===== config.mk =====
export PLATFORM = sky130hd
export DESIGN_NAME = instr_fetch_unit
export DESIGN_NICKNAME = d
export VERILOG_FILES = /design/src/rtl/instr_fetch_unit.sv
export SDC_FILE = /design/constraint.sdc
export NUM_CORES = 1
export LEC_CHECK = 0
export CORE_MARGIN = 4
export CORE_UTILIZATION = 34
export DETAILED_ROUTE_END_ITERATION = 8
export PLACE_DENSITY = 0.56
export SKIP_LAST_GASP = 1
export SLEW_MARGIN = 10
export SYNTH_ARGS = -nofsm -noshare
export SYNTH_HDL_FRONTEND = slang
export SYNTH_SLANG_ARGS = --single-unit
export TNS_END_PERCENT = 5

===== constraint.sdc =====
create_clock -name clk -period 4.1 [get_ports clk]
set_input_delay 1.025 -clock clk [delete_from_list [all_inputs] [get_ports clk]]
set_output_delay 1.025 -clock clk [all_outputs]
set_load 0.05 [all_outputs]

===== src/rtl/instr_fetch_unit.sv =====
// -----------------------------------------------------------------------------
// instr_fetch_unit
//
// Instruction fetch stage. Owns the program counter, presents the word index
// to a combinational instruction memory, and captures each returned word with
// its byte PC into a 2-entry buffer that decode drains through a valid/ready
// handshake. A redirect from execute flushes the buffer and restarts fetch at
// the new target; the target instruction reaches decode two cycles later.
//
// Optional feature macro: FETCH_MISALIGN_TRAP_EN
//   defined   : a redirect to a non-word-aligned target loads pc, raises the
//               sticky fetch_misaligned flag and halts fetch until an aligned
//               redirect (or reset) arrives.
//   undefined : redirect targets are forced word-aligned; fetch_misaligned is
//               tied 0 and the halt state is never entered.
//
// Parameters
//   RESET_PC          PC loaded on reset.
//
// Ports
//   clk               rising-edge clock
//   reset             synchronous active-high reset
//   imem_addr   [31:0] word index to instruction memory ({2'b00, pc[31:2]})
//   imem_data   [31:0] instruction word for imem_addr (same cycle)
//   redirect_valid    one-cycle restart request
//   redirect_pc [31:0] byte address of the restart target
//   dec_valid         buffer head holds a valid instruction
//   dec_instr   [31:0] instruction at the buffer head
//   dec_pc      [31:0] byte PC of dec_instr
//   dec_ready         decode accepts the head this cycle
//   fetch_misaligned  sticky misaligned-redirect flag
// -----------------------------------------------------------------------------
module instr_fetch_unit #(
  parameter logic [31:0] RESET_PC = 32'h0000_0000
) (
  input  logic        clk,
  input  logic        reset,
  output logic [31:0] imem_addr,
  input  logic [31:0] imem_data,
  input  logic        redirect_valid,
  input  logic [31:0] redirect_pc,
  output logic        dec_valid,
  output logic [31:0] dec_instr,
  output logic [31:0] dec_pc,
  input  logic        dec_ready,
  output logic        fetch_misaligned
);

  typedef enum logic {
    S_RUN  = 1'b0,
    S_HALT = 1'b1
  } state_t;

  state_t      r_state;
  state_t      w_state_nxt;

  logic [31:0] r_pc;
  logic [31:0] r_buf_pc    [2];
  logic [31:0] r_buf_instr [2];
  logic        r_rd_ptr;
  logic        r_wr_ptr;
  logic [1:0]  r_count;

  logic        w_pop;
  logic        w_push;
  logic [1:0]  w_count_nxt;
  logic        w_redirect_misaligned;
  logic [31:0] w_redirect_target;

  // Redirect target handling depends on whether misaligned targets trap.
`ifdef FETCH_MISALIGN_TRAP_EN
  logic        r_misaligned;

  assign w_redirect_misaligned = (redirect_pc[1:0] != 2'b00);
  assign w_redirect_target     = redirect_pc;
  assign fetch_misaligned      = r_misaligned;

  // Sticky flag: set by a misaligned redirect, cleared by the next aligned one.
  always_ff @(posedge clk) begin
    if (reset) begin
      r_misaligned <= 1'b0;
    end else if (redirect_valid) begin
      r_misaligned <= w_redirect_misaligned;
    end
  end
`else
  // Low target bits are dropped; keep them visibly consumed.
  logic        w_unused_redirect_lsbs;

  assign w_unused_redirect_lsbs = ^redirect_pc[1:0];
  assign w_redirect_misaligned  = 1'b0;
  assign w_redirect_target      = {redirect_pc[31:2], 2'b00};
  assign fetch_misaligned       = 1'b0;
`endif

  // Decode-facing view of the buffer head.
  assign dec_valid = (r_count != 2'd0);
  assign dec_instr = r_buf_instr[r_rd_ptr];
  assign dec_pc    = r_buf_pc[r_rd_ptr];

  // imem_addr is a pure function of the pc register, so dec_ready never
  // reaches the memory address combinationally.
  assign imem_addr = {2'b00, r_pc[31:2]};

  // A redirect voids any handshake in the same cycle and suppresses the push.
  always_comb begin
    w_pop  = dec_valid && dec_ready && !redirect_valid;
    w_push = (r_state == S_RUN) && !redirect_valid &&
             ((r_count < 2'd2) || w_pop);
  end

  always_comb begin
    w_count_nxt = r_count;
    case ({w_push, w_pop})
      2'b10:   w_count_nxt = r_count + 2'd1;
      2'b01:   w_count_nxt = r_count - 2'd1;
      default: w_count_nxt = r_count;
    endcase
  end

  // FSM: next state only changes on redirect.
  always_comb begin
    w_state_nxt = r_state;
    if (redirect_valid) begin
      w_state_nxt = w_redirect_misaligned ? S_HALT : S_RUN;
    end
  end

  always_ff @(posedge clk) begin
    if (reset) begin
      r_state <= S_RUN;
    end else begin
      r_state <= w_state_nxt;
    end
  end

  // pc, buffer pointers and occupancy.
  always_ff @(posedge clk) begin
    if (reset) begin
      r_pc     <= RESET_PC;
      r_rd_ptr <= 1'b0;
      r_wr_ptr <= 1'b0;
      r_count  <= 2'd0;
    end else if (redirect_valid) begin
      r_pc     <= w_redirect_target;
      r_rd_ptr <= 1'b0;
      r_wr_ptr <= 1'b0;
      r_count  <= 2'd0;
    end else begin
      if (w_push) begin
        r_pc     <= r_pc + 32'd4;
        r_wr_ptr <= ~r_wr_ptr;
      end
      if (w_pop) begin
        r_rd_ptr <= ~r_rd_ptr;
      end
      r_count <= w_count_nxt;
    end
  end

  // Buffer storage: cleared on reset so the head reads 0/0 out of reset.
  always_ff @(posedge clk) begin
    if (reset) begin
      for (int i = 0; i < 2; i++) begin
        r_buf_pc[i]    <= 32'd0;
        r_buf_instr[i] <= 32'd0;
      end
    end else if (w_push) begin
      r_buf_pc[r_wr_ptr]    <= r_pc;
      r_buf_instr[r_wr_ptr] <= imem_data;
    end
  end

endmodule


# == Yosys cells after proc, flatten, opt, wreduce, memory -nomap -nowiden ==
# Memory sizes are Yosys's and may differ from the RTL's. A register that Yosys moved wholly into a read port is not among the register bits.
# Cells that the tools add are included.
# totals
register_bits,36
mem_bits_rw,128
inputBits,68
output_inout_bits,98
elab_cells,44
n_memories,2
# memory_table
memory,words,width,read_ports,rd_ports_with_merged_regs,wr,line,source
r_buf_instr,2,32,1,1,2,59,logic [31:0] r_buf_instr [2];
r_buf_pc,2,32,1,1,2,58,logic [31:0] r_buf_pc [2];
# op_classes
n_addsub,3
magnitude_cmp,1
n_eq_ne,2
mux,18
bitwise,2
reduce_logical,11
# ops
cell,count
$mux W32,4
$reduce_or A32 Y1,2
$add A32 B3 Y32 const B,1
$mux W1,13
$reduce_bool A2 Y1,3
$pmux W2 S2,1
$logic_and A1 B1 Y1,3
$add A2 B1 Y2 const B,1
$eq A2 B1 Y1 const B,1
$eq A2 B2 Y1 const B,1
$lt A2 B2 Y1 const B,1
$not A1 Y1,2
$reduce_or A2 Y1,1
$sub A2 B1 Y2 const B,1
$logic_not A1 Y1,1
$logic_or A1 B1 Y1,1

# == Depth between registers and ports, before layout ==
# Gate-level depths: netlist of run 1.
# depth
ltp_word,10
depth_mapped,9
depth_no_buf,6

# == Worst setup path after synthesis of run 1 ==
# OpenSTA, ideal clock, no wires.
# synth_path
path_type,input-to-reg
start,input redirect_valid
end,"memory r_buf_instr[0][0], enable pin"
setup_ps,419
arrival_ps,3187
required_time_ps,3681
path_slack_ps,494
stages,4
path_buffers,1
path_cell_list,or3b_2 > clkbuf_1 > a21oi_1 > a21o_1
# synth_rtl
item,line,source
start: declaration,40,"input logic redirect_valid,"
end: declaration,59,

==> results.yml, run 1 <==
detailed_routing:
  wl_per_cell_um: 18.3
  vias: 5302
  drt_iter0_markers: 363
  drt_pass1_iterations: 5
  vias_per_cell: 5.09
  drc: 0
  postRouteWirelength_um: 19100
  ant_nets: 0
yosys:
  syn-cell-area_mm2: 0.00746
  synthArstFlopShare_pct: 0
  yosys-top-cells-area: "edfxtp_1, and2_1, dfxtp_1, mux2_2, clkbuf_1"
  ys_seq_area_share_pct: 59.3
  yosys-top-cells-count: "and2_1, edfxtp_1, mux2_2"
  syn_area_per_cell_um2: 12.2
  yosysTopAreaCellShare_pct: 49.9
  yosysTopAreaCell: "edfxtp_1"
  synth_ff_type: "edfxtp_1"
  synthCells: 610
  yosysWarnings: 0
  synth_edf_count: 124
  synthDistinctLibCells: 47
  yosysMostFrequentCell: "and2_1"
  ys_ff_latch: 159
final_layout:
  drive_above_1_share_pct: 15.0
  diodes: 0
  nFillCells: 1912
  area.growth.synth_to_final_pct: 33.4
  nets: 824
pwr:
  power_frac_seq_pct: 44.9
  p_int_mw: 3.06
  swShare_pct: 28.2
  ir_drop_mv: 0.247
  clockPowerShare_pct: 36.6
  p_leak_nw: 3.61
  power_density_mw_per_mm2: 429
  power.switching_mw: 1.21
  total_power_mw: 4.27
  p_comb_share_pct: 18.5
global_routing:
  grt-ovfl-total: 0
  grt_pass1_vias: 5386
  grt_max_degree: 63
  grt_pass1_wl_um: 29600
  grt_use_total_pct: 15.6
  antenna_found_initial: 0
setup_path:
  crit_type: "flip-flop to output port"
  critPathArrivalTime_ns: 2.51
  critPathCaptureType: "output port"
  crit_required_ns: 3.07
  rrSetupSlack_ns: 1.01
  crit_fanout: 34
  cp_num_buf_inv: 2
  cp_top_family: "buffers and inverters"
  r2r-start: "r_count[1]"
  cpPeakStageDelay_ns: 0.72
  reg2regPathDepth: 7
  r2r-end: "r_buf_instr[1][3]"
  critPathLaunchType: "flip-flop"
  path_cells: "buf_12 > mux2_2 > clkdlybuf4s50_1"
  cpMaxStageDelayCell: "clkdlybuf4s50_1"
sta:
  finalSetupTns_ns: 0
  period_needed_ns: 3.53
  fmax_mhz: 283
  hold_viol: 0
  period_share_pct: 86.1
  slew_viol_final: 0
  grt_setup_unrepaired: "no"
  setup_viol: 0
  tightest_slew_ns: 0.612
  finClkSkew_ns: 0.0131
  slew_headroom_pct: 59.2
floorplanning:
  dieArea_mm2: 0.0244
  pin_count: 166
  die_w_um: 156
  coreArea_mm2: 0.0213
  start_util_pct: 35.1
  rows: 53
  chipHeight_um: 156
outcome:
  status: "finished clean"
clock_tree:
  tritoncts.num_buffers: 17
  ctsResizeCount: 0
  cts_hold_buffers: 0
  cts_tree: "done"
  path_clk_slew_ns: 0.07
  clk_path_buf_depth: 2
  post_cts_buffers: 0
  cts_sinks: 159
  worstSkewPairLatency_ns: 0.42
  htree_levels: 4
  cts-root-buf: "clkbuf_16"
worst_hold_path:
  hold_depth: 2
  min-delay-start: "r_rd_ptr"
  hold_class: "flip-flop to flip-flop"
placed_design:
  gp_congestion: 0.784
  dp_hpwl_um: 12500
  io_buffers: 158
job:
  max_cap_violations: 0
## worst register-to-register path, stage by stage (launching register included)
cell	delay, ns
dfxtp_1	0.59
inv_1	0.21
ha_1	0.29
or3b_2	0.60
nand2_1	0.24
and3_2	0.23
or2_4	0.35
buf_12	0.27
## power by group through the flow
stage	sequential [mW]	clock (mW)	combinational, mW
after floorplan	1.99	0	0.444
after global placement	1.94	0	0.791
after detailed placement	1.95	0	0.796
after CTS	1.92	1.60	0.800
after global routing	1.93	1.67	0.832
final	1.92	1.56	0.790
## per-stage QoR
step | cell area, um2 | worst slack, ns | instances | hold slack [ns] | util [%]
after global placement | 9380 | 0.553 | 1010 | 0.529 | 44.0
after CTS | 9960 | 0.509 | 1042 | 0.560 | 46.8
after floorplan | 7480 | 0.494 | 614 | 0.520 | -
after detailed placement | 9380 | 0.534 | 1010 | 0.542 | 44.0
final | 9960 | 0.569 | 1042 | 0.557 | 46.8
after global routing | 9960 | 0.448 | 1042 | 0.595 | 46.8
## worst max path at each step
stage               slack (ns)  cells past startpoint           endpoint      startpoint
finish                    0.57                      3         dec_pc[14]       flip-flop
global route              0.45                      3         dec_pc[18]       flip-flop
CTS                       0.51                      3         dec_pc[14]       flip-flop
detailed placement        0.53                      6  r_buf_instr[1][7]       dec_ready
global placement          0.55                      6  r_buf_instr[1][1]       dec_ready
floorplan                 0.49                      4  r_buf_instr[0][0]  redirect_valid
## cell type report
| type | count | area, um2 | area share (%) |
|---|---|---|---|
| multi-input combinational | 388 | 2800 | 28.1 |
| sequential | 159 | 4430 | 44.5 |
| inverter | 17 | 63.8 | 0.641 |
| clock buffer | 20 | 447 | 4.49 |
| clock inverter | 12 | 135 | 1.36 |
| timing repair buffer | 171 | 1740 | 17.5 |
| tap | 275 | 344 | 3.46 |
## cells by family (layout without fill, tap and decap cells)
logic type,Yosys count,in the layout,synth area share (%)
and+or+nand+nor,239,239,18.9
DFF,159,159,59.3
AOI/OAI and AO/OA,70,70,7.23
buffers and inverters,67,220,3.67
muxes,62,62,9.36
xor gates and xnor gates,10,10,1.17
adders and majority gates,2,2,0.335
other,1,5,0.0503
## metal layers
metal | up-vias | routed length [um] | track usage (%)
li1 | 2507 | - | -
met1 | 2607 | 8160 | 19.4
met2 | 171 | 9650 | 26.8
met3 | 17 | 1070 | 4.41
met4 | 0 | 223 | 3.76
met5 | - | 0 | 0
## registers in the layout, summed over array words and instances, names as in the netlist, named ones only
register	cells
r_buf_instr	64
r_rd_ptr	1
r_count	2
r_buf_pc	60
r_pc	30
r_wr_ptr	1
## placed cells by master, fill, tap and decap left out, drive strengths merged, types with 14 or more instances in the layout
cell,count
nor2,24
nand2,14
mux2,62
edfxtp,124
dfxtp,35
clkbuf,20
a211oi,15
and2,126
nor3,17
inv,20
clkdlybuf4s50,158
(Power assumes the default switching activity.)
==> inputs of run 2 (changes only) <==
Settings changed: CTS_BUF_LIST set to sky130_fd_sc_hd__clkbuf_8.
==> run 2 against run 1 <==
  * Worst setup slack got worse by 0.037 ns
  * Cell area decreased by 1.9%
  * Clock-buffer cell count decreased by 2
  * Largest cell class unchanged
==> results.yml, run 2 (same netlist as run 1, synthesis figures left out) <==
outcome:
  status: "finished clean"
clock_tree:
  cts-root-buf: "clkbuf_8"
  cts_sinks: 159
  tritoncts.num_buffers: 17
  cts_hold_buffers: 0
  clk_path_buf_depth: 2
  path_clk_slew_ns: 0.09
  cts_tree: "done"
  htree_levels: 4
  post_cts_buffers: 0
  ctsResizeCount: 0
  worstSkewPairLatency_ns: 0.45
floorplanning:
  dieArea_mm2: 0.0244
  coreArea_mm2: 0.0213
  die_w_um: 156
  chipHeight_um: 156
  start_util_pct: 35.1
  pin_count: 166
  rows: 53
detailed_routing:
  ant_nets: 0
  vias_per_cell: 5.05
  wl_per_cell_um: 18.3
  drc: 0
  vias: 5267
  postRouteWirelength_um: 19000
  drt_iter0_markers: 327
  drt_pass1_iterations: 4
sta:
  period_share_pct: 87.0
  fmax_mhz: 280
  grt_setup_unrepaired: "no"
  period_needed_ns: 3.57
  setup_viol: 0
  slew_viol_final: 0
  tightest_slew_ns: 0.608
  hold_viol: 0
  slew_headroom_pct: 59.5
  finClkSkew_ns: 0.0161
  timing.final.ws_setup_ns: 0.531
  finalSetupTns_ns: 0
final_layout:
  largest_reg_flops: 64
  diodes: 0
  final_cell_mix: "clkdlybuf4s50_1, and2_1, edfxtp_1"
  regMostFlops: "r_buf_instr"
  drive_above_1_share_pct: 15.0
  final_common_cell: "clkdlybuf4s50_1"
  nets: 824
  top_regs: "r_buf_instr: 64 flops, r_buf_pc: 60 flops, r_pc: 30 flops"
  area.growth.synth_to_final_pct: 30.9
pwr:
  p_leak_nw: 3.54
  power_density_mw_per_mm2: 395
  ir_drop_mv: 0.167
global_routing:
  grt_pass1_wl_um: 29500
  antenna_found_initial: 0
  grt-ovfl-total: 0
  grt_pass1_vias: 5351
  grt_use_total_pct: 15.5
  grt_max_degree: 63
setup_path:
  critPathLaunchType: "flip-flop"
  critPathArrivalTime_ns: 2.54
  critPathCaptureType: "output port"
  crit_required_ns: 3.07
  crit_type: "flip-flop to output port"
  crit_fanout: 34
placed_design:
  dp_hpwl_um: 12500
  io_buffers: 158
  pre_cts_ws_ns: 0.534
  gp_congestion: 0.784
job:
  max_cap_violations: 0
worst_hold_path:
  hold_class: "flip-flop to flip-flop"
==> run 2: cell count changes in the layout (fill, tap and decap cells not counted) <==
cell,delta
inv_1,+2
clkbuf_8,+17
clkbuf_16,-17
clkbuf_1,-2
==> run 2: worst paths after layout <==
check,to,start,cells past startpoint,slack (ns)
worst min-delay path,flip-flop,r_rd_ptr,2,0.57
worst max register to register,r_buf_instr[1][9],r_count[1],7,1.01
worst max-delay path,dec_pc[14],flip-flop,3,0.53
worst min register to register,flip-flop,r_rd_ptr,2,0.57
==> run 2: final cells by class <==
cell class                      count  area (um2)
Multi-Input combinational cell    388        2800
Timing Repair Buffer              171        1740
Inverter                           17        63.8
Clock inverter                     14         143
Sequential cell                   159        4430
Tap cell                          275         344
Clock buffer                       18         248
Fill cell                        1938       11500
==> run 2: metal layers <==
metal | up-vias | GRT usage, % | wire [um]
li1 | 2500 | - | -
met1 | 2584 | 19.5 | 8160
met2 | 162 | 26.4 | 9500
met3 | 21 | 3.94 | 1080
met4 | 0 | 4.83 | 293
met5 | - | 0 | 0
==> run 2: power breakdown <==
group	internal, mW	switching [mW]
clock	0.557	0.603
sequential	1.85	0.0671
combinational	0.298	0.491
total	2.70	1.16
==> run 2: stage by stage <==
stage,instance area [um2],hold slack (ns),utilization [%],power (mW),std cells
2_1_floorplan,7480,0.520,-,2.44,614
3_3_place_gp,9380,0.529,44.0,2.74,1010
3_5_place_dp,9380,0.542,44.0,2.75,1010
4_1_cts,9770,0.567,45.9,3.91,1042
5_1_grt,9770,0.600,45.9,4.02,1042
6_report,9770,0.567,45.9,3.86,1042
==> run 2: worst max-delay path, stage by stage, from the launching register on <==
cell	delay (ns)
dfxtp_4	0.72
buf_12	0.27
mux2_2	0.36
clkdlybuf4s50_1	0.73
